<file path="src/rtl/pc_sequencer.sv">
// Program-counter sequencer for the KGP-RISC fetch stage.
// Holds the fetch address and hands it to instruction memory with a
// req/ack handshake. It supports sequential, absolute, PC-relative,
// register-indirect, call and return redirects, and keeps return
// addresses on a circular RAS. A redirect that arrives while no advance
// is possible is held in a pending register until the next advance.
//
// state | meaning
// ------+--------------------------------------------------------------
// BOOT  | one cycle after reset release, no fetch request yet
// FETCH | fetch_req high, pc held until an accepted, unstalled fetch

module pc_sequencer #(
  parameter int              PC_W      = 32,
  parameter int              OFFSET_W  = 26,
  parameter int              RAS_DEPTH = 4,
  parameter logic [PC_W-1:0] RESET_PC  = '0
) (
  input  logic                clk,
  input  logic                rst_n,
  input  logic                stall,
  input  logic                fetch_ack,
  input  logic                redirect_valid,
  input  logic [2:0]          redirect_mode,
  input  logic [OFFSET_W-1:0] offset,
  input  logic [PC_W-1:0]     target_reg,
  output logic [PC_W-1:0]     pc,
  output logic                fetch_req,
  output logic                ras_ovf,
  output logic                ras_unf,
  output logic                illegal_mode
);

  localparam int PTR_W = (RAS_DEPTH > 1) ? $clog2(RAS_DEPTH) : 1;
  localparam int CNT_W = $clog2(RAS_DEPTH + 1);
  // Wide enough for both the shifted offset and the pc, so ABS/REL can be
  // built first and then truncated to PC_W.
  localparam int EXT_W = (PC_W > OFFSET_W + 2) ? PC_W : OFFSET_W + 2;

  localparam logic [2:0] MODE_ABS  = 3'd0;
  localparam logic [2:0] MODE_REL  = 3'd1;
  localparam logic [2:0] MODE_REG  = 3'd2;
  localparam logic [2:0] MODE_CALL = 3'd3;
  localparam logic [2:0] MODE_RET  = 3'd4;

  typedef enum logic {
    BOOT  = 1'b0,
    FETCH = 1'b1
  } state_t;

  state_t state, state_nxt;

  logic              adv;
  logic [PC_W-1:0]   pc_inc;
  logic [PC_W-1:0]   pc_nxt;
  logic [EXT_W-1:0]  abs_ext;
  logic [EXT_W-1:0]  rel_ext;
  logic [PC_W-1:0]   abs_tgt;
  logic [PC_W-1:0]   rel_tgt;
  logic [PC_W-1:0]   reg_tgt;
  logic [PC_W-1:0]   rd_target;
  logic              rd_legal;
  logic              rd_illegal;

  logic              pend_valid;
  logic [PC_W-1:0]   pend_target;

  logic [PC_W-1:0]   ras_mem [RAS_DEPTH];
  logic [PTR_W-1:0]  ras_top;
  logic [CNT_W-1:0]  ras_cnt;
  logic              ras_full;
  logic              ras_empty;
  logic              do_push;
  logic              do_pop;
  logic              ret_on_empty;

  // FSM state register
  always_ff @(posedge clk or negedge rst_n) begin
    if (!rst_n) state <= BOOT;
    else        state <= state_nxt;
  end

  // FSM next state and fetch request
  always_comb begin
    state_nxt = state;
    fetch_req = 1'b0;
    case (state)
      BOOT:    state_nxt = FETCH;
      FETCH:   fetch_req = 1'b1;
      default: state_nxt = BOOT;
    endcase
  end

  assign adv       = fetch_req & fetch_ack & ~stall;
  assign pc_inc    = pc + PC_W'(4);
  assign ras_full  = (ras_cnt == CNT_W'(RAS_DEPTH));
  assign ras_empty = (ras_cnt == '0);

  // Offset-derived targets: zero-extended for ABS/CALL, sign-extended for REL
  always_comb begin
    abs_ext                 = '0;
    abs_ext[OFFSET_W+1:0]   = {offset, 2'b00};
    rel_ext                 = {EXT_W{offset[OFFSET_W-1]}};
    rel_ext[OFFSET_W+1:0]   = {offset, 2'b00};
  end

  assign abs_tgt = abs_ext[PC_W-1:0];
  assign rel_tgt = pc + rel_ext[PC_W-1:0];
  assign reg_tgt = target_reg & ~PC_W'(3);

  // Decode the redirect arriving this cycle and its RAS side effect
  always_comb begin
    rd_target    = pc_inc;
    rd_legal     = 1'b0;
    rd_illegal   = 1'b0;
    do_push      = 1'b0;
    do_pop       = 1'b0;
    ret_on_empty = 1'b0;
    if (redirect_valid) begin
      rd_legal = 1'b1;
      case (redirect_mode)
        MODE_ABS: rd_target = abs_tgt;
        MODE_REL: rd_target = rel_tgt;
        MODE_REG: rd_target = reg_tgt;
        MODE_CALL: begin
          rd_target = abs_tgt;
          do_push   = 1'b1;
        end
        MODE_RET: begin
          if (ras_empty) begin
            rd_target    = pc_inc;
            ret_on_empty = 1'b1;
          end else begin
            rd_target = ras_mem[ras_top];
            do_pop    = 1'b1;
          end
        end
        default: begin
          rd_legal   = 1'b0;
          rd_illegal = 1'b1;
        end
      endcase
    end
  end

  // Next fetch address: live redirect, then pending redirect, then pc+4
  always_comb begin
    if (rd_legal)        pc_nxt = rd_target;
    else if (pend_valid) pc_nxt = pend_target;
    else                 pc_nxt = pc_inc;
  end

  // pc advances only on an accepted fetch; otherwise a redirect is parked
  always_ff @(posedge clk or negedge rst_n) begin
    if (!rst_n) begin
      pc          <= RESET_PC;
      pend_valid  <= 1'b0;
      pend_target <= '0;
    end else if (adv) begin
      pc          <= pc_nxt;
      pend_valid  <= 1'b0;
    end else if (rd_legal) begin
      pend_valid  <= 1'b1;
      pend_target <= rd_target;
    end
  end

  // Return-address stack: a push when full overwrites the oldest entry
  always_ff @(posedge clk or negedge rst_n) begin
    if (!rst_n) begin
      ras_top <= '1;
      ras_cnt <= '0;
      for (int i = 0; i < RAS_DEPTH; i++) ras_mem[i] <= '0;
    end else if (do_push) begin
      ras_top          <= ras_top + PTR_W'(1);
      ras_mem[ras_top + PTR_W'(1)] <= pc_inc;
      if (!ras_full) ras_cnt <= ras_cnt + CNT_W'(1);
    end else if (do_pop) begin
      ras_top <= ras_top - PTR_W'(1);
      ras_cnt <= ras_cnt - CNT_W'(1);
    end
  end

  // Sticky error flags, cleared only by reset
  always_ff @(posedge clk or negedge rst_n) begin
    if (!rst_n) begin
      ras_ovf      <= 1'b0;
      ras_unf      <= 1'b0;
      illegal_mode <= 1'b0;
    end else begin
      if (do_push && ras_full) ras_ovf      <= 1'b1;
      if (ret_on_empty)        ras_unf      <= 1'b1;
      if (rd_illegal)          illegal_mode <= 1'b1;
    end
  end

endmodule

</file>
<file path="config.mk">
export PLATFORM = sky130hd
export DESIGN_NAME = pc_sequencer
export DESIGN_NICKNAME = d
export VERILOG_FILES = /design/src/rtl/pc_sequencer.sv
export SDC_FILE = /design/constraint.sdc
export NUM_CORES = 1
export LEC_CHECK = 0
export CELL_PAD_IN_SITES_DETAIL_PLACEMENT = 1
export CELL_PAD_IN_SITES_GLOBAL_PLACEMENT = 1
export CORE_MARGIN = 2
export CORE_UTILIZATION = 40
export DETAILED_ROUTE_END_ITERATION = 16
export GPL_ROUTABILITY_DRIVEN = 0
export PLACE_DENSITY_LB_ADDON = 0.1
export SYNTH_ARGS = -nofsm -noshare
export SYNTH_HDL_FRONTEND = slang
export SYNTH_SLANG_ARGS = --single-unit
</file>
<file path="constraint.sdc">
create_clock -name clk -period 6.5 [get_ports clk]
set_input_delay 0.65 -clock clk [delete_from_list [all_inputs] [get_ports clk]]
set_output_delay 0.65 -clock clk [all_outputs]
set_load 0.02 [all_outputs]
</file>
==> run metrics, run 1 <==
Synth cell types 89; R2R depth 9; Nets 1467; mux cell area share after synthesis 7.138%; largest family of logic cells by synthesized area compound AO/OA/AOI/OAI gates; drc violations 0; Worst path top cell family by delay simple AND/OR/NAND/NOR gates; crit share post-route between 50% and 60%; clk_lat worst skew between 0.5 and 0.6 ns; drt first pass iters 5; Avg Synthesized Cell Area 9.127 sq um; WP depth 9; Post-Syn Nets around 1400; Worst EP required ~6.9 ns; worst clock skew about 0.011 ns; total power draw 5592 uW; number of synthesized flops with an enable pin 0; Seq/Total Area, Yosys between 40 and 50%; Slowest-stage cell, CP nor4_4; crit-path cells ha_1, nand3_2, nor4_4, nand2_2, xor2_1, o211ai_1, a211oi_1, a21oi_1, a21o_1; R2R Path Start pc[2]; fin cells roughly 1800; most numerous cell in the Yosys netlist nand2_1; Worst-path clk slew 0.07 ns; die area 31150 sq um; post-DR vias/cell 5.942; first-pass GRT wire length about 66 mm; top achievable clock speed roughly 270 MHz; Hold Violations, Final 0; Synth area leaders dfrtp_1, nand2_1, o21ai_0; Syn-to-layout area delta 17.70%; ys flop type dfrtp_1; area fraction of the dominant cell type after synthesis around 42%; post-cts resize count 0; critical-path maximum fanout 12; DRT antenna net count 0; XOR/XNOR Fraction of Synth Area roughly 3.5%; WL final 41.88 mm; cell row count 63; antenna violations before repair 0; Arr. time, crit path around 4 ns; Reg2Reg Capture Point pc[20]; Max Cap Viol 0; largest net degree at the start of global routing 74; Syn Inst Count 1304; Hold Buf Count CTS 0; status finished, final reports clean; post-route setup TNS 0 ns; critical path startpoint category flop; post-synthesis compound-gate area fraction 22.27%; Slew @ Worst Pin 1.152 ns; synth cell count leaders nand2_1, dfrtp_1, o21ai_0; worst reg2reg setup slack 2.82 ns; Synth Register Bits between 200 and 250; CTS tree built; Iteration-0 DRC Markers about 730; Post-CTS Setup Bufs 0; Async SR Flop Fraction 100.0%; share of cells above drive strength 1 10.05%; total CTS buffers 24; post-synthesis simple-gate area fraction 16.84%; setup repair after global routing missed its margin no; critical path's largest stage delay 0.80 ns; Initial Util a little over 40%; Clock Tree Buf Depth 3; Cells after DPL 1729; final setup vio count 0; Synth Area in Adders 3.911%; P_leak approximately 0.0059 uW; All-Layer GR Usage between 20 and 30%; Chip Width roughly 180 um; clock sink count just over 200; VDD IR-drop max ~0.19 mV; Buf+Inv Stages, Crit Path 0; Hold Slack a little over 0.09 ns; root cell of the clock tree clkbuf_16; relative slew slack between 20% and 30%; Worst Setup End Kind flop; IO Port Bufs 99; Core Area approximately 29000 sq um; DR WL/cell approximately 24 um; fin. max-slew vios 0; critical path class reg2reg; cell accounting for the most synthesized area dfrtp_1; grt ovf 0; synthesis warning total 0; post-layout min period ~3.7 ns; H-tree levels 1; number of global-route vias before repair roughly 11000; HP Class in2async; detailed placement HPWL ~29 mm; vias around 11000; I/O Pins between 100 and 150; diodes inserted 0; Post-Synthesis Cell Area around 12000 sq um; DIE HEIGHT approximately 180 um; PwrDens 399.2 nW/um^2
layout by cell type, fill, tap and decap left out, types with 5 or more instances in the layout:
cell and count:
o211ai_1 8, and3_1 7, and2_1 8, a211oi_1 14, nor2b_1 7, nor3_1 15
xor2_1 23, ha_1 34, o31ai_1 7, nand2_1 229, xnor2_1 21, mux2i_1 5
clkdlybuf4s50_1 98, o21a_1 6, clkbuf_8 6, o21ai_0 144, clkbuf_16 24, clkinv_2 5
mux4_2 32, or3_1 5, a21o_1 14, nand4_1 13, a21oi_1 115, o21ai_1 24
buf_4 24, o221ai_1 5, inv_1 18, nand2b_1 7, nand3_1 18, dfrtp_1 200
mux2_2 6, a222oi_1 19, nor2_1 104, a221o_1 5, clkbuf_1 5
registers in the layout, indices dropped and copies added, names as in the netlist:
signal,cells
illegal_mode,1
ras_ovf,1
state,1
pend_target,32
ras_top,2
ras_unf,1
pc,32
ras_mem,128
pend_valid,1
ras_cnt,3
worst register-to-register path, stage by stage (launching register included):
cell and delay, ns:
dfrtp_1 0.66, ha_1 0.31, nand3_2 0.20, nor4_4 0.80
nand2_2 0.15, xor2_1 0.53, o211ai_1 0.19, a211oi_1 0.47
a21oi_1 0.09, a21o_1 0.17
stage by stage:
step	worst slack (ns)	area, sq um	utilization (%)
2_1_floorplan	3.573	11900	-
3_3_place_gp	2.499	13200	44.78
3_5_place_dp	2.425	13200	44.78
4_1_cts	2.753	14010	47.52
5_1_grt	2.586	14010	47.52
6_report	2.823	14010	47.52
how the worst max path moves through the flow:
stage	startpoint	end	slack, ns
global placement	offset[0]	pend_target[28]	2.50
detailed placement	offset[0]	pc[26]	2.43
CTS	pc[2]	pc[20]	2.75
global route	pc[2]	pc[20]	2.59
finish	pc[2]	pc[20]	2.82
floorplan	offset[0]	pend_target[28]	3.57
logic make-up (layout without fill, tap and decap cells):
kind of cell | Yosys count | count (layout)
AOI/OAI and AO/OA | 425 | 425
xor gates and xnor gates | 46 | 46
adders and majority gates | 36 | 36
buffers and inverters | 107 | 186
DFF | 202 | 202
muxes | 44 | 44
other | 1 | 1
and+or+nand+nor | 443 | 443
final cells by class:
class / count / area [sq um]
fill: 3354 / 15470
inverter: 19 / 71.32
tap: 390 / 488.0
timing repair buffer: 123 / 1175
clock buffer: 34 / 688.2
sequential: 202 / 5057
multi-input combinational: 995 / 6411
clock inverter: 10 / 117.6
metal layers:
layer  wire length [um]  track usage, %  up-vias
li1                   -               -     4853
met1              18330           37.25     5341
met2              20230           47.02      272
met3               2095           3.101       69
met4               1219           6.853        0
met5                  0               0        -
power breakdown:
| part | total [uW] | leakage, uW | switching (uW) | internal, uW |
|---|---|---|---|---|
| Clock | 1380 | 0.000397 | 565 | 819 |
| Combinational | 2100 | 0.00293 | 1170 | 925 |
| Sequential | 2110 | 0.00256 | 393 | 1720 |
Power figures use the tool's default switching activity.
==> inputs of run 2 (changes only) <==
==> constraint.sdc (replaced) <==
create_clock -name clk -period 3 [get_ports clk]
set_input_delay 0.3 -clock clk [delete_from_list [all_inputs] [get_ports clk]]
set_output_delay 0.3 -clock clk [all_outputs]
set_load 0.02 [all_outputs]
==> run metrics, run 2 (synthesis gave the netlist of run 1 again) <==
Largest regs ras_mem (128), pc (32), pend_target (32); CTS tree built; diodes inserted 0; R2R depth 11; top achievable clock speed around 350 MHz; I/O Pins roughly 100; total power draw 13030 uW; Worst path top cell family by delay compound AO/OA/AOI/OAI gates; Iteration-0 DRC Markers ~1000; root cell of the clock tree clkbuf_16; Reg2Reg Capture Point pend_target[28]; All-Layer GR Usage 29.69%; Arr. time, crit path 3.27 ns; drc violations 0; drt first pass iters 5; Worst EP required about 3.4 ns; HP Class in2async; vias 11200; Filler cells between 3000 and 4000; Initial Util between 40% and 50%; die area 31150 sq um; DRT antenna net count 0; GRT Max-Usage Layer met2; relative slew slack between 20% and 30%; Core Util, Final 51.46%; critical path's largest stage delay approximately 0.37 ns; crit share post-route a little over nine tenths; Buf+Inv Stages, Crit Path 1; critical path startpoint category flop; met1 Track Usage GR roughly two fifths; H-tree levels 1; worst clock skew about 0.02 ns; number of global-route vias before repair between 10000 and 15000; commonest non-fill, non-tap cells in the layout nand2_1, dfrtp_1, o21ai_0; IO Port Bufs 99; Cells after DPL roughly 1900; Clock Tree Buf Depth 3; grt ovf 0; clk_lat worst skew 0.56 ns; VDD IR-drop max 0.5118 mV; Slowest-stage cell, CP fa_1; max reg flops approximately 130; crit-path cells ha_1, inv_1, fa_1, nand2b_1, a21o_1, a21oi_4, a32oi_4, and3_4, o41ai_2, mux2i_1, a21oi_1; met2 track demand over resource between 50% and 60%; post-DR vias/cell slightly below 6; clock sink count between 200 and 250; largest reg by FF count ras_mem; critical-path maximum fanout 5; met3 Usage GRT 3.230%; Worst Setup End Kind flop; Max Cap Viol 0; first-pass GRT wire length 70.40 mm; DIE HEIGHT 176.5 um; post-layout min period 2.846 ns; final setup vio count 0; fin cells ~1900; Nets about 1600; fin. max-slew vios 0; post-route setup TNS 0 ns; critical path class reg2reg; R2R Path Start pc[2]; PwrDens about 860 nW/um^2; Chip Width about 180 um; Slew @ Worst Pin around 1.1 ns; cell row count 63; worst reg2reg setup slack approximately 0.15 ns; status finished, final reports clean; DR WL/cell about 24 um; antenna violations before repair 0; WL final approximately 45 mm; largest net degree at the start of global routing just over 80; Syn-to-layout area delta 27.47%; Hold Violations, Final 0; Core Area around 29000 sq um; P_leak 0.006572 uW; total CTS buffers 26; share of cells above drive strength 1 approximately 18%; most common cell after layout, fill and taps aside nand2_1; detailed placement HPWL 33.02 mm; Worst-path clk slew ~0.06 ns
==> run 2: through the flow <==
stage	setup WS [ns]	hold slack (ns)	cell area, sq um
2_1_floorplan	0.1950	0.004409	11900
3_3_place_gp	-0.3005	0.4007	14250
3_5_place_dp	-0.4400	0.3991	14250
4_1_cts	0.02256	0.3735	15120
5_1_grt	-0.004574	0.4122	15170
6_report	0.1539	0.3363	15170
==> run 2: repair_timing <==
item                                   CTS  global route
setup endpoints to repair                0             8
buffers inserted                         0             1
hold buffers                             1             0
endpoints found under the hold margin   75             0
gates resized for setup                  0             6
==> run 2: routing by layer <==
metal | vias up | wire length [um]
li1 | 5099 | -
met1 | 5685 | 19440
met2 | 343 | 22430
met3 | 74 | 2339
met4 | 0 | 1197
met5 | - | 0
==> run 2: worst max-delay path by stage <==
stage,cells after the start,startpoint,to,slack (ns)
6_report,11,pc[2],pend_target[28],0.15
3_5_place_dp,12,offset[0],pend_target[28],-0.44
3_3_place_gp,12,offset[0],pend_target[28],-0.30
5_1_grt,11,pc[2],pend_target[28],-0.005
4_1_cts,11,pc[2],pend_target[28],0.02
2_1_floorplan,11,pc[2],pend_target[28],0.19
==> run 2: power breakdown <==
group          switching, uW  leakage, uW  internal, uW
clock                   1280     0.000426          1880
combinational           2930      0.00359          2490
sequential               724      0.00256          3720
total                   4940      0.00657          8090
==> run 2: layout make-up <==
type	instances	area (sq um)	share of cell area (%)
tap	390	488.0	3.216
timing repair buffer	249	2240	14.76
inverter	19	71.32	0.4701
clock buffer	38	735.7	4.849
multi-input combinational	995	6446	42.49
clock inverter	10	132.6	0.8742
sequential	202	5057	33.34
==> run 2: worst register-to-register path, cell delays in order, from the launching register on <==
cell      delay [ns]
dfrtp_1         0.35
ha_1            0.18
inv_1           0.06
fa_1            0.37
nand2b_1        0.18
a21o_1          0.22
a21oi_4         0.27
a32oi_4         0.13
and3_4          0.23
o41ai_2         0.30
mux2i_1         0.32
a21oi_1         0.11
